--- config.mk ---
export PLATFORM = sky130hd
export DESIGN_NAME = reservation_station
export DESIGN_NICKNAME = d
export VERILOG_FILES = /design/src/rtl/reservation_station.sv
export SDC_FILE = /design/constraint.sdc
export NUM_CORES = 1
export LEC_CHECK = 0
export CORE_ASPECT_RATIO = 0.9
export CORE_MARGIN = 2
export CORE_UTILIZATION = 40
export CTS_BUF_LIST = sky130_fd_sc_hd__clkbuf_8
export DETAILED_ROUTE_END_ITERATION = 8
export DONT_BUFFER_PORTS = 1
export PLACE_DENSITY = 0.52
export SYNTH_ARGS = -nofsm -noshare
export SYNTH_HDL_FRONTEND = slang
export SYNTH_SLANG_ARGS = --single-unit
export TNS_END_PERCENT = 20
--- constraint.sdc ---
create_clock -name clk_i -period 16.7 [get_ports clk_i]
set_clock_uncertainty 0.2 [all_clocks]
set_input_delay 3.34 -clock clk_i [delete_from_list [all_inputs] [get_ports clk_i]]
set_output_delay 3.34 -clock clk_i [all_outputs]
set_load 0.005 [all_outputs]
--- src/rtl/reservation_station.sv ---
// reservation_station
// ALU reservation station for the out-of-order MIPS core. Dispatched
// operations wait here until both source operands hold values. Missing
// operands are captured by snooping the common data bus. The oldest ready
// entry is presented to the ALU.
//
// Storage is a compacting queue. Entry 0 is always the oldest, and valid
// entries occupy indices 0..count-1 with no gaps.
//
// Ports
//   clk_i, rst_i             clock; synchronous active-high reset
//   flush_i                  squash every entry (mispredict recovery)
//   disp_*_i / disp_ready_o  dispatch request, operation fields, space available
//   cdb_valid_i/tag_i/data_i common data bus broadcast
//   issue_valid_o / issue_ready_i  issue handshake with the ALU
//   issue_tag_o/op_o/op1_o/op2_o   selected operation (zero when none)
module reservation_station #(
   parameter int DEPTH      = 4,
   parameter int TAG_WIDTH  = 6,
   parameter int DATA_WIDTH = 32,
   parameter int OP_WIDTH   = 4
) (
   input  logic                  clk_i,
   input  logic                  rst_i,
   input  logic                  flush_i,
   input  logic                  disp_valid_i,
   output logic                  disp_ready_o,
   input  logic [TAG_WIDTH-1:0]  disp_tag_i,
   input  logic [OP_WIDTH-1:0]   disp_op_i,
   input  logic                  disp_src1_ready_i,
   input  logic                  disp_src2_ready_i,
   input  logic [TAG_WIDTH-1:0]  disp_src1_tag_i,
   input  logic [TAG_WIDTH-1:0]  disp_src2_tag_i,
   input  logic [DATA_WIDTH-1:0] disp_src1_data_i,
   input  logic [DATA_WIDTH-1:0] disp_src2_data_i,
   input  logic                  cdb_valid_i,
   input  logic [TAG_WIDTH-1:0]  cdb_tag_i,
   input  logic [DATA_WIDTH-1:0] cdb_data_i,
   output logic                  issue_valid_o,
   input  logic                  issue_ready_i,
   output logic [TAG_WIDTH-1:0]  issue_tag_o,
   output logic [OP_WIDTH-1:0]   issue_op_o,
   output logic [DATA_WIDTH-1:0] issue_op1_o,
   output logic [DATA_WIDTH-1:0] issue_op2_o
);

   localparam int IW = $clog2(DEPTH);
   localparam int CW = IW + 1;

   typedef struct packed {
      logic                  valid;
      logic [TAG_WIDTH-1:0]  tag;
      logic [OP_WIDTH-1:0]   op;
      logic                  rdy1;
      logic [TAG_WIDTH-1:0]  stag1;
      logic [DATA_WIDTH-1:0] data1;
      logic                  rdy2;
      logic [TAG_WIDTH-1:0]  stag2;
      logic [DATA_WIDTH-1:0] data2;
   } entry_t;

   entry_t        ent_q [DEPTH];
   entry_t        ent_d [DEPTH];
   // Post-snoop view of every entry. The extra top slot is an empty entry
   // that shifts into the highest index when an issue compacts the queue.
   entry_t        sn_ent [DEPTH+1];
   entry_t        disp_ent;

   logic [CW-1:0] count_q, count_d;
   logic [CW-1:0] wr_idx;
   logic          sel_found;
   logic [IW-1:0] sel_idx;
   logic          issue_fire;
   logic          disp_fire;

   // CDB snoop on the stored entries
   always_comb begin
      for (int i = 0; i < DEPTH; i++) begin
         sn_ent[i] = ent_q[i];
         if (cdb_valid_i && ent_q[i].valid && !ent_q[i].rdy1 &&
             ent_q[i].stag1 == cdb_tag_i) begin
            sn_ent[i].rdy1  = 1'b1;
            sn_ent[i].data1 = cdb_data_i;
         end
         if (cdb_valid_i && ent_q[i].valid && !ent_q[i].rdy2 &&
             ent_q[i].stag2 == cdb_tag_i) begin
            sn_ent[i].rdy2  = 1'b1;
            sn_ent[i].data2 = cdb_data_i;
         end
      end
      sn_ent[DEPTH] = '0;
   end

   // Oldest ready entry. Only registered readiness is used, so a value
   // captured from the CDB this cycle becomes issuable next cycle.
   always_comb begin
      sel_found = 1'b0;
      sel_idx   = '0;
      for (int i = DEPTH - 1; i >= 0; i--) begin
         if (ent_q[i].valid && ent_q[i].rdy1 && ent_q[i].rdy2) begin
            sel_found = 1'b1;
            sel_idx   = IW'(i);
         end
      end
   end

   assign issue_valid_o = sel_found & ~flush_i;
   assign issue_tag_o   = sel_found ? ent_q[sel_idx].tag   : '0;
   assign issue_op_o    = sel_found ? ent_q[sel_idx].op    : '0;
   assign issue_op1_o   = sel_found ? ent_q[sel_idx].data1 : '0;
   assign issue_op2_o   = sel_found ? ent_q[sel_idx].data2 : '0;

   assign disp_ready_o  = (count_q != CW'(DEPTH));
   assign issue_fire    = issue_valid_o & issue_ready_i;
   assign disp_fire     = disp_valid_i & disp_ready_o;

   // A same-cycle issue frees one slot below the current tail
   assign wr_idx  = issue_fire ? (count_q - CW'(1)) : count_q;
   assign count_d = count_q + CW'(disp_fire) - CW'(issue_fire);

   // New entry, with operands bypassed from a coincident CDB broadcast
   always_comb begin
      disp_ent       = '0;
      disp_ent.valid = 1'b1;
      disp_ent.tag   = disp_tag_i;
      disp_ent.op    = disp_op_i;
      disp_ent.stag1 = disp_src1_tag_i;
      disp_ent.stag2 = disp_src2_tag_i;
      if (disp_src1_ready_i) begin
         disp_ent.rdy1  = 1'b1;
         disp_ent.data1 = disp_src1_data_i;
      end else if (cdb_valid_i && disp_src1_tag_i == cdb_tag_i) begin
         disp_ent.rdy1  = 1'b1;
         disp_ent.data1 = cdb_data_i;
      end
      if (disp_src2_ready_i) begin
         disp_ent.rdy2  = 1'b1;
         disp_ent.data2 = disp_src2_data_i;
      end else if (cdb_valid_i && disp_src2_tag_i == cdb_tag_i) begin
         disp_ent.rdy2  = 1'b1;
         disp_ent.data2 = cdb_data_i;
      end
   end

   // Compaction: entries at or above the issued slot move down one index
   // and keep whatever they captured from the CDB this cycle.
   always_comb begin
      for (int i = 0; i < DEPTH; i++) begin
         if (issue_fire && i >= int'(sel_idx)) begin
            ent_d[i] = sn_ent[i+1];
         end else begin
            ent_d[i] = sn_ent[i];
         end
         if (disp_fire && int'(wr_idx) == i) begin
            ent_d[i] = disp_ent;
         end
      end
   end

   always_ff @(posedge clk_i) begin
      if (rst_i || flush_i) begin
         for (int i = 0; i < DEPTH; i++) begin
            ent_q[i].valid <= 1'b0;
         end
         count_q <= '0;
      end else begin
         ent_q   <= ent_d;
         count_q <= count_d;
      end
   end

endmodule
# [Yosys cells after proc, flatten, opt, wreduce, memory -nomap -nowiden]
# Cells that the tools add are included.
[word_totals] reg_bits=359 elab_cells=171 latch_bits=0 in_bits=132 mem_bits_rw=0 romBits=0 mem_count=0
[classes] n_eq_ne=14 addsub=3 n_mul=0 mux=48 bitwise_logic=6 div=0 n_lt_le_gt_ge=4 shift=0 reduce_logical=59
[ops] op="89-bit 2-to-1 mux" n=8
[ops] op="32-bit 2-to-1 mux" n=14
[ops] op="89-bit binary-select mux with 2-bit select" n=1
[ops] op="88-bit 2-to-1 mux" n=2
[ops] op="6-bit == test" n=10
[ops] op="1-bit logical AND" n=37
[ops] op="1-bit 2-to-1 mux" n=16
[ops] op="2-bit AND reduction" n=6
[ops] op="1-bit logical NOT" n=8
[ops] op="2-bit 2-to-1 mux" n=4
[ops] op="2-bit nonzero test" n=4
[ops] op="3-bit == test, second input constant" n=2
[ops] op="6-bit 2-to-1 mux" n=1
[ops] op="3-bit nonzero test" n=2
[ops] op="1-bit by 2-bit >= comparator with 1-bit output, first input constant" n=2
[ops] op="4-bit 2-to-1 mux" n=1
[ops] op="3-bit by 1-bit adder with 3-bit output" n=1
[ops] op="1-bit bitwise AND" n=3
[ops] op="3-bit by 2-bit == test with 1-bit output, second input constant" n=1
[ops] op="3-bit >= comparator, second input constant" n=1
[ops] op="3-bit logical NOT" n=1
[ops] op="3-bit 2-to-1 mux" n=1
[ops] op="3-bit inequality test, second input constant" n=1
[ops] op="2-bit NOT with 3-bit output" n=1
[ops] op="other kinds (5)" n=6

# [Logic depth before layout (Yosys ltp)]
# Gate-level depths: netlist of run 1.
[logic_depth] ltp_word=13 ltp_mapped=12 mapped_depth_nobuf=12

# [Worst setup path after synthesis of run 1]
# Ideal clock, no wire load.
[synth_path] path_kind="input -> register" start="in flush_i" end="reg ent_q[267] (netlist name), enable pin" path_buffers=0 required_ns=16.066 cell_stages=6 arrival_ns=10.046 setup_slack_ns=6.020 cell_sequence="or2_2 -> inv_1 -> nand3_1 -> nor4_1 -> a21oi_1 -> a21oi_1"
[synth_via] elab_chain_cells=8 elab_cells_between_ends=11 cone_classes="mux (1); bitwise (4); reduce/logical (6)"
[synth_rtl] item="start, declared" line="25" source="input logic flush_i,"
[synth_rtl] item="1-bit NOT" line="107" source="assign issue_valid_o = sel_found & ~flush_i;"
[synth_rtl] item="1-bit bitwise AND" line="107"
[synth_rtl] item="1-bit bitwise AND" line="114" source="assign issue_fire = issue_valid_o & issue_ready_i;"
[synth_rtl] item="3-bit 2-to-1 mux" line="118" source="assign wr_idx = issue_fire ? (count_q - CW'(1)) : count_q;"
[synth_rtl] item="3-bit logical NOT" line="154" source="if (disp_fire && int'(wr_idx) == i) begin"
[synth_rtl] item="1-bit logical AND" line="154"
[synth_rtl] item="3-bit nonzero test (no line)"
[synth_rtl] item="2-bit AND reduction (no line) *"
[synth_rtl] item="end signal, assigned" line="167" source="ent_q <= ent_d;"
[synth_rtl] item="end, declared" line="62" source="entry_t ent_q [DEPTH];"
# Mark *: on every way between the ends. The rest lies on a longest branch, timed or not.
# A chain may end at the register's enable or synchronous reset.

==> run metrics, run 1 <==
status complete, no violations; min-delay src ent_q[88]$_SDFFE_PN0P_; CP startpoint kind input pin; H-tree depth 3; antenna violations before repair 14; Initial Utilization 40.7%; worst slew pin tran 1140 ps; Async SR Flop Fraction 0%; hold violation total from the final report 0; Worst Hold Path Cells 2; setup TNS 0 ps; vias per std cell around 6.7; Avg Cell Area, Syn 10.3 µm²; Switching Share 26.8%; hold_buf cts 0; Switch Pwr 0.561 mW; max frequency 127 MHz; Post-Synthesis Cells 2306; min Tclk post-route just under 8000 ps; Worst Path Required ~17000 ps; Syn Nets approximately 2400; Ys Warns 0; RSZ-0062 raised after global routing false; Area after DPL roughly 0.024 mm²; global-route wire length before repair roughly 130000 µm; initial drt markers 1975; power per cell area 82.0 mW/mm²; worst vdd ir approximately 0.057 mV; CP endpoint kind register; Crit. Startpoint flush_i; Netlist cell types between 50 and 60; Slew Limit Headroom 24.3%; # setup viols final 0; # DRC 0; Pre-antenna DRT Iters 5; port bufs 0; proportion of layout cells with a drive suffix above 1 12.1%; clk sinks 359; row cnt 84; fin nets 2301; Post-synth top flop edfxtp_1; Die Span X 261 µm; Detail Route Antenna Nets 0; CTS tree yes; max_cap viols 0; Hold Crit Class reg2reg; Skew-Pair Late Insertion Delay 660 ps; internal power 1.53 mW; core area 0.0586 mm²; Worst Setup Slack, final just under 9000 ps; final instance area 0.0255 mm²; Post-DP HPWL 50600 µm; clock share of power about two fifths; Critical R2R Launch count_q[0]$_SDFF_PN0_; overall power 2.09 mW; Routed wire per std cell roughly 30 µm; WP data arrival 8000 ps; gpl congestion 0.810; clk slew on worst S/H paths around 70 ps; pin count of the biggest net entering global routing 121; Syn-to-layout area delta 6.95%; final-report max-slew violation count 0; number of buffers added for setup after CTS 0; Yosys reg bits 359; leak pwr a little under 9 nW; post-cts resize count 0; crit path max fanout 79; grt ovf 0; Clock Path Buffers 3; combinational power share 10.0%; routed wire length 90600 µm; Worst R2R Path Depth 11; Die Ht 236 µm; Post-synth EDFFs 352; sequential element share of the synthesized area 44.9%; final period utilization 47.0%; vias in the first global route 20100; die footprint approximately 0.06 mm²; Root Buffer clkbuf_8; io pins 208; Mapped Area 0.0238 mm²; Reg power frac 50.2%; CP Class in2reg; Overall Global Routing Usage ~29%; CTS Buf Count 70; Via Count 20000; pre-CTS WS 8230 ps
area by class of cell:
type / count / area, µm²
Sequential cell: 359 / 10700
Tap cell: 774 / 968
Clock inverter: 51 / 256
Multi-Input combinational cell: 1656 / 12100
Clock buffer: 71 / 977
Antenna cell: 7 / 17.5
Inverter: 29 / 119
Timing Repair Buffer: 48 / 373
Fill cell: 5609 / 33100
synthesized netlist by cell type (2+ instances only):
library cell  count  area [µm²]
mux2_2           70         788
mux2i_1         387        3870
a21o_1            6        45.0
nand2b_1          4        25.0
nand3_1          34         170
xor2_1           50         438
nand4_1          66         413
a41o_1            2        20.0
buf_2            68         340
and3_1           81         507
edfxtp_1        352       10600
buf_1            17        63.8
and2_1            5        31.3
buf_6             8        90.1
o2bb2ai_1         2        17.5
o21ai_2           2        17.5
a21oi_2           2        17.5
nand3_2           3        30.0
o31ai_1         101         758
o22ai_1         192        1200
buf_4             7        52.6
nor2_1           29         109
nand3b_1          6        45.0
o21ai_1           6        30.0
o2111ai_1        64         561
a31oi_1           2        12.5
o21ai_0          24         120
nor4_1           11        68.8
clkbuf_1        161         604
o21a_1            2        15.0
o31ai_2          29         363
ha_1              4        50.1
a21oi_1         142         711
dfxtp_1           7         140
nand2_1         294        1100
xnor2_1          12         105
nor3_1            8        40.0
inv_1            28         105
metal layers:
metal | GRT usage (%) | part of all wire, % | vias to the layer above
met5 | 0 | 0.15 | -
met4 | 10.4 | 2.9 | 18
met3 | 7.86 | 10 | 204
met2 | 44.9 | 46 | 1128
met1 | 38.2 | 41 | 9999
li1 | - | - | 8667
power groups by stage:
| stage | Combinational, mW | Clock [mW] | Sequential [mW] |
|---|---|---|---|
| 5_1_grt | 0.225 | 0.883 | 1.05 |
| 6_report | 0.209 | 0.831 | 1.05 |
| 2_1_floorplan | 0.165 | 0 | 1.06 |
| 4_1_cts | 0.207 | 0.846 | 1.05 |
| 3_3_place_gp | 0.203 | 0 | 1.07 |
| 3_5_place_dp | 0.206 | 0 | 1.07 |
path summary, 6_finish.rpt:
kind	slack (ps)	end
worst min register to register	360	ent_q[88]$_SDFFE_PN0P_
worst max register to register	10790	ent_q[289]$_DFFE_PP_
worst min-delay path	360	ent_q[88]$_SDFFE_PN0P_
worst max-delay path	8840	ent_q[289]$_DFFE_PP_
sequential cells by signal, indices dropped and copies added, names as in the netlist:
signal   flops
ent_q      356
count_q      3
logic make-up after synthesis:
family	Yosys count	share of synthesized area, %
AO/OA/AOI/OAI	580	16.5
flip-flops	359	44.9
buffers and inverters	291	5.31
XOR/XNOR	62	2.28
AND/OR/NAND/NOR	551	11.1
adder cells (fa/ha/maj)	5	0.294
multiplexers	458	19.6
worst max-delay path, stage by stage:
cell	delay, ps
nand3b_1	160
a41oi_1	340
mux2i_4	910
buf_4	870
buf_4	730
o21ai_4	250
buf_4	490
buf_4	580
mux2i_1	230
layout by cell type (no fill, tap or decap), drive strengths merged, types with 3 or more instances in the layout:
cell,count
nand4,67
diode,7
edfxtp,352
nor2,29
nand2b,4
and2,5
xnor2,12
o31ai,130
nor3,8
and3,81
o2111ai,64
inv,48
xor2,50
a21o,6
mux2,70
dfxtp,7
clkinv,29
o21ai,33
nand3b,6
a21oi,144
buf,48
clkbuf,71
nor4,11
ha,4
nand2,295
mux2i,388
o22ai,192
nand3,37
a31oi,3
metrics by stage:
stage	util (%)	hold slack, ps	std cells
2_1_floorplan	-	275	2306
3_3_place_gp	41.4	327	2866
3_5_place_dp	41.4	342	2866
4_1_cts	43.5	352	2988
5_1_grt	43.5	381	2991
6_report	43.5	364	2995
Note: power is estimated with default switching activity, not from simulation.
==> run 2: changes to the inputs <==
--- a/config.mk
+++ b/config.mk
@@ -5,13 +5,14 @@
 export SDC_FILE = /design/constraint.sdc
 export NUM_CORES = 1
 export LEC_CHECK = 0
+export ABC_AREA = 1
 export CORE_ASPECT_RATIO = 0.9
 export CORE_MARGIN = 2
 export CORE_UTILIZATION = 40
 export CTS_BUF_LIST = sky130_fd_sc_hd__clkbuf_8
 export DETAILED_ROUTE_END_ITERATION = 8
 export DONT_BUFFER_PORTS = 1
-export PLACE_DENSITY = 0.52
+export PLACE_DENSITY = 0.54
 export SYNTH_ARGS = -nofsm -noshare
 export SYNTH_HDL_FRONTEND = slang
 export SYNTH_SLANG_ARGS = --single-unit
==> constraint.sdc (replaced) <==
create_clock -name clk_i -period 7.01 [get_ports clk_i]
set_clock_uncertainty 0.2 [all_clocks]
set_input_delay 1.402 -clock clk_i [delete_from_list [all_inputs] [get_ports clk_i]]
set_output_delay 1.402 -clock clk_i [all_outputs]
set_load 0.005 [all_outputs]
==> run 2 against run 1 <==
Against the previous run:
- worst setup slack got worse by 7500 ps
- die area rose by 11%
- utilization fell by 0.48 points
- final cell count rose by 58%
- first-iteration DRC count rose by 86%
- synthesized cell count rose by 73%
- total power rose by 150%
- flip-flop and latch count did not move
- critical endpoint is now issue_op2_o[11]
- largest cell class unchanged
==> run metrics, run 2 <==
status complete, no violations (unchanged); post-cts resize count 0 (unchanged); Post-Synthesis Cells 3987 (was 2306); hold violation total from the final report 0 (unchanged); Top Registers ent_q x356, count_q x3 (unchanged); Hold Crit Class reg2reg (unchanged); clk slew on worst S/H paths 50 ps (was 70 ps); Slew Limit Headroom 25.5% (was 24.3%); Syn-to-layout area delta 6.35% (was 6.95%); Via Count 27200 (was 20000); max frequency around 180 MHz; Post-synth top flop edfxtp_1 (unchanged); Routed wire per std cell 23.5 µm (was 30.3 µm); area leader, netlist edfxtp_1 (unchanged); Initial Utilization 40.4% (was 40.7%); # setup viols final 0 (unchanged); CP Class reg2out (was in2reg); worst vdd ir 0.0961 mV (was 0.0571 mV); # DRC 0 (unchanged); CP endpoint kind output pin (was register); Top reg by flops ent_q (unchanged); Avg Cell Area, Syn 6.65 µm² (was 10.3 µm²); Ys Warns 0 (unchanged); global-route wire length before repair 164000 µm (was 134000 µm); sequential element share of the synthesized area 40.4% (was 44.9%); fin nets 3961 (was 2301); Yosys reg bits 359 (unchanged); vias per std cell 5.72 (was 6.68); antenna violations before repair 5 (was 14); power per cell area 185 mW/mm² (was 82.0 mW/mm²); max_cap viols 0 (unchanged); RSZ-0062 raised after global routing false (unchanged); Netlist cell types 36 (was 56); Post-synth EDFFs 352 (unchanged); initial drt markers 3681 (was 1975); routed wire length 111000 µm (was 90600 µm); number of buffers added for setup after CTS 0 (unchanged); final period utilization 80.4%; Worst Hold Path Cells 2 (unchanged); max FFs per register 356 (unchanged); port bufs 0 (unchanged); gpl congestion 0.826 (was 0.810); Syn Nets 4124 (was 2443); grt ovf 0 (unchanged); Yosys top cell area share 39.8% (was 44.3%); pin count of the biggest net entering global routing 145 (was 121); Mapped Area 0.0265 mm² (was 0.0238 mm²); proportion of layout cells with a drive suffix above 1 5.05% (was 12.1%); Util after Layout 43.0% (was 43.5%); Detail Route Antenna Nets 0 (unchanged); CTS tree yes (unchanged); io pins 208 (unchanged); Die Ht 248 µm (was 236 µm); die footprint 0.0684 mm² (was 0.0616 mm²); vias in the first global route 25000 (was 20100); row cnt 89 (was 84); most common cell after layout, fill and taps aside nand2_1 (was mux2i_1); clk sinks 359 (unchanged); final-report max-slew violation count 0 (unchanged); worst slew pin tran 1120 ps (was 1140 ps); Post-DP HPWL 65300 µm (was 50600 µm); fillers 6979 (was 5609); CTS Buf Count 73 (was 70); Pre-antenna DRT Iters 8 (was 5); core area 0.0656 mm² (was 0.0586 mm²); Worst R2R Path Depth 11 (unchanged); min Tclk post-route between 5000 and 6000 ps; Async SR Flop Fraction 0% (unchanged); Clock Path Buffers 3 (unchanged); hold slack final 294 ps (was 364 ps); most frequent cells in the layout nand2_1 (1503), nand3_1 (792), inv_1 (363), edfxtp_1 (352), nor2_1 (213) (was mux2i_1 (386), edfxtp_1 (352), nand2_1 (291), o22ai_1 (192), a21oi_1 (136)); Root Buffer clkbuf_8 (unchanged); Area contributors post-synth edfxtp_1 (40%), nand2_1 (21%), nand3_1 (15%) (was edfxtp_1 (44%), mux2i_1 (16%), o22ai_1 (5.0%)); WP data arrival 4030 ps (was 8000 ps); leak pwr 13.1 nW (was 8.88 nW); Overall Global Routing Usage 32.2% (was 28.8%); CP startpoint kind register (was input pin); hold_buf cts 0 (unchanged); crit path max fanout 121 (was 79); H-tree depth 3 (unchanged); top-count cell post-synth nand2_1 (was mux2i_1); most frequent cells after synthesis nand2_1 (1511), nand3_1 (792), edfxtp_1 (352) (was mux2i_1 (387), edfxtp_1 (352), nand2_1 (294)); Skew-Pair Late Insertion Delay 680 ps (was 660 ps); Worst Path Required 5410 ps (was 16840 ps); Die Span X 275 µm (was 261 µm)
## run 2: cell types whose count changed in the layout (fill, tap and decap cells not counted), sizes merged, moves of 70 or more
cell    before   now
nor2        29   231
mux2        70     0
o211ai       0    76
o21ai       33   153
nand2      295  1513
o31ai      130     0
mux2i      388     0
inv         48   374
and3        81     0
nand3       37   793
o22ai      192     2
## run 2: metal layers
| layer | vias up | GRT usage, % | part of all wire (%) |
|---|---|---|---|
| met3 | 208 | 8.56 | 12 |
| met2 | 1607 | 48.1 | 43 |
| met4 | 0 | 10.3 | 2.6 |
| met1 | 12600 | 45.2 | 42 |
| li1 | 12800 | - | - |
| met5 | - | 0 | 0 |
## run 2: layout make-up
type | count | area [µm²] | area share [%]
inverters | 345 | 1310 | 4.63
multi-input cells | 2987 | 13400 | 47.3
repair buffers | 58 | 448 | 1.59
flip-flops and latches | 359 | 10700 | 38.0
clock buffers | 78 | 1070 | 3.81
well taps | 864 | 1080 | 3.83
clock inverters | 53 | 231 | 0.821
diodes | 3 | 7.51 | 0.0266
## run 2: final timing paths
| path | startpoint | endpoint | slack [ps] |
|---|---|---|---|
| worst max-delay path | ent_q[166]$_DFFE_PP_ | issue_op2_o[11] | 1370 |
| worst min-delay path | ent_q[355]$_SDFFE_PN0P_ | ent_q[355]$_SDFFE_PN0P_ | 290 |
| worst max register to register | ent_q[344]$_DFFE_PP_ | ent_q[316]$_DFFE_PP_ | 2290 |
| worst min register to register | ent_q[355]$_SDFFE_PN0P_ | ent_q[355]$_SDFFE_PN0P_ | 290 |
## run 2: cells by family after synthesis
group,share of synthesized area (%)
AO/OA/AOI/OAI,8.21
adder cells (fa/ha/maj),0.264
flip-flops,40.4
buffers and inverters,9.91
AND/OR/NAND/NOR,40.4
XOR/XNOR,0.825
## run 2: per-stage QoR
| step | total power, mW | setup TNS, ps | cell area [µm²] | worst slack [ps] | instances |
|---|---|---|---|---|---|
| 2_1_floorplan | 2.97 | -9310 | 26500 | -141 | 3987 |
| 3_3_place_gp | 3.16 | 0 | 26900 | 2200 | 4613 |
| 3_5_place_dp | 3.17 | 0 | 26900 | 2120 | 4613 |
| 4_1_cts | 5.22 | 0 | 28200 | 1370 | 4744 |
| 5_1_grt | 5.40 | 0 | 28200 | 1120 | 4747 |
| 6_report | 5.22 | 0 | 28200 | 1370 | 4747 |
## run 2: report_power, final
| part | leakage (nW) | switching (mW) | total (mW) | internal (mW) |
|---|---|---|---|---|
| Clock | 0.755 | 1.05 | 2.07 | 1.03 |
| Combinational | 9.01 | 0.510 | 0.666 | 0.156 |
| Sequential | 3.38 | 0.0239 | 2.48 | 2.45 |
## run 2: critical path, stage by stage (launching register included)
cell      delay, ps
edfxtp_1        420
nand3_1         170
inv_1            70
o21ai_0         290
nand2_4         510
inv_6           980
buf_4           440
o211ai_1        120
a21oi_1         220
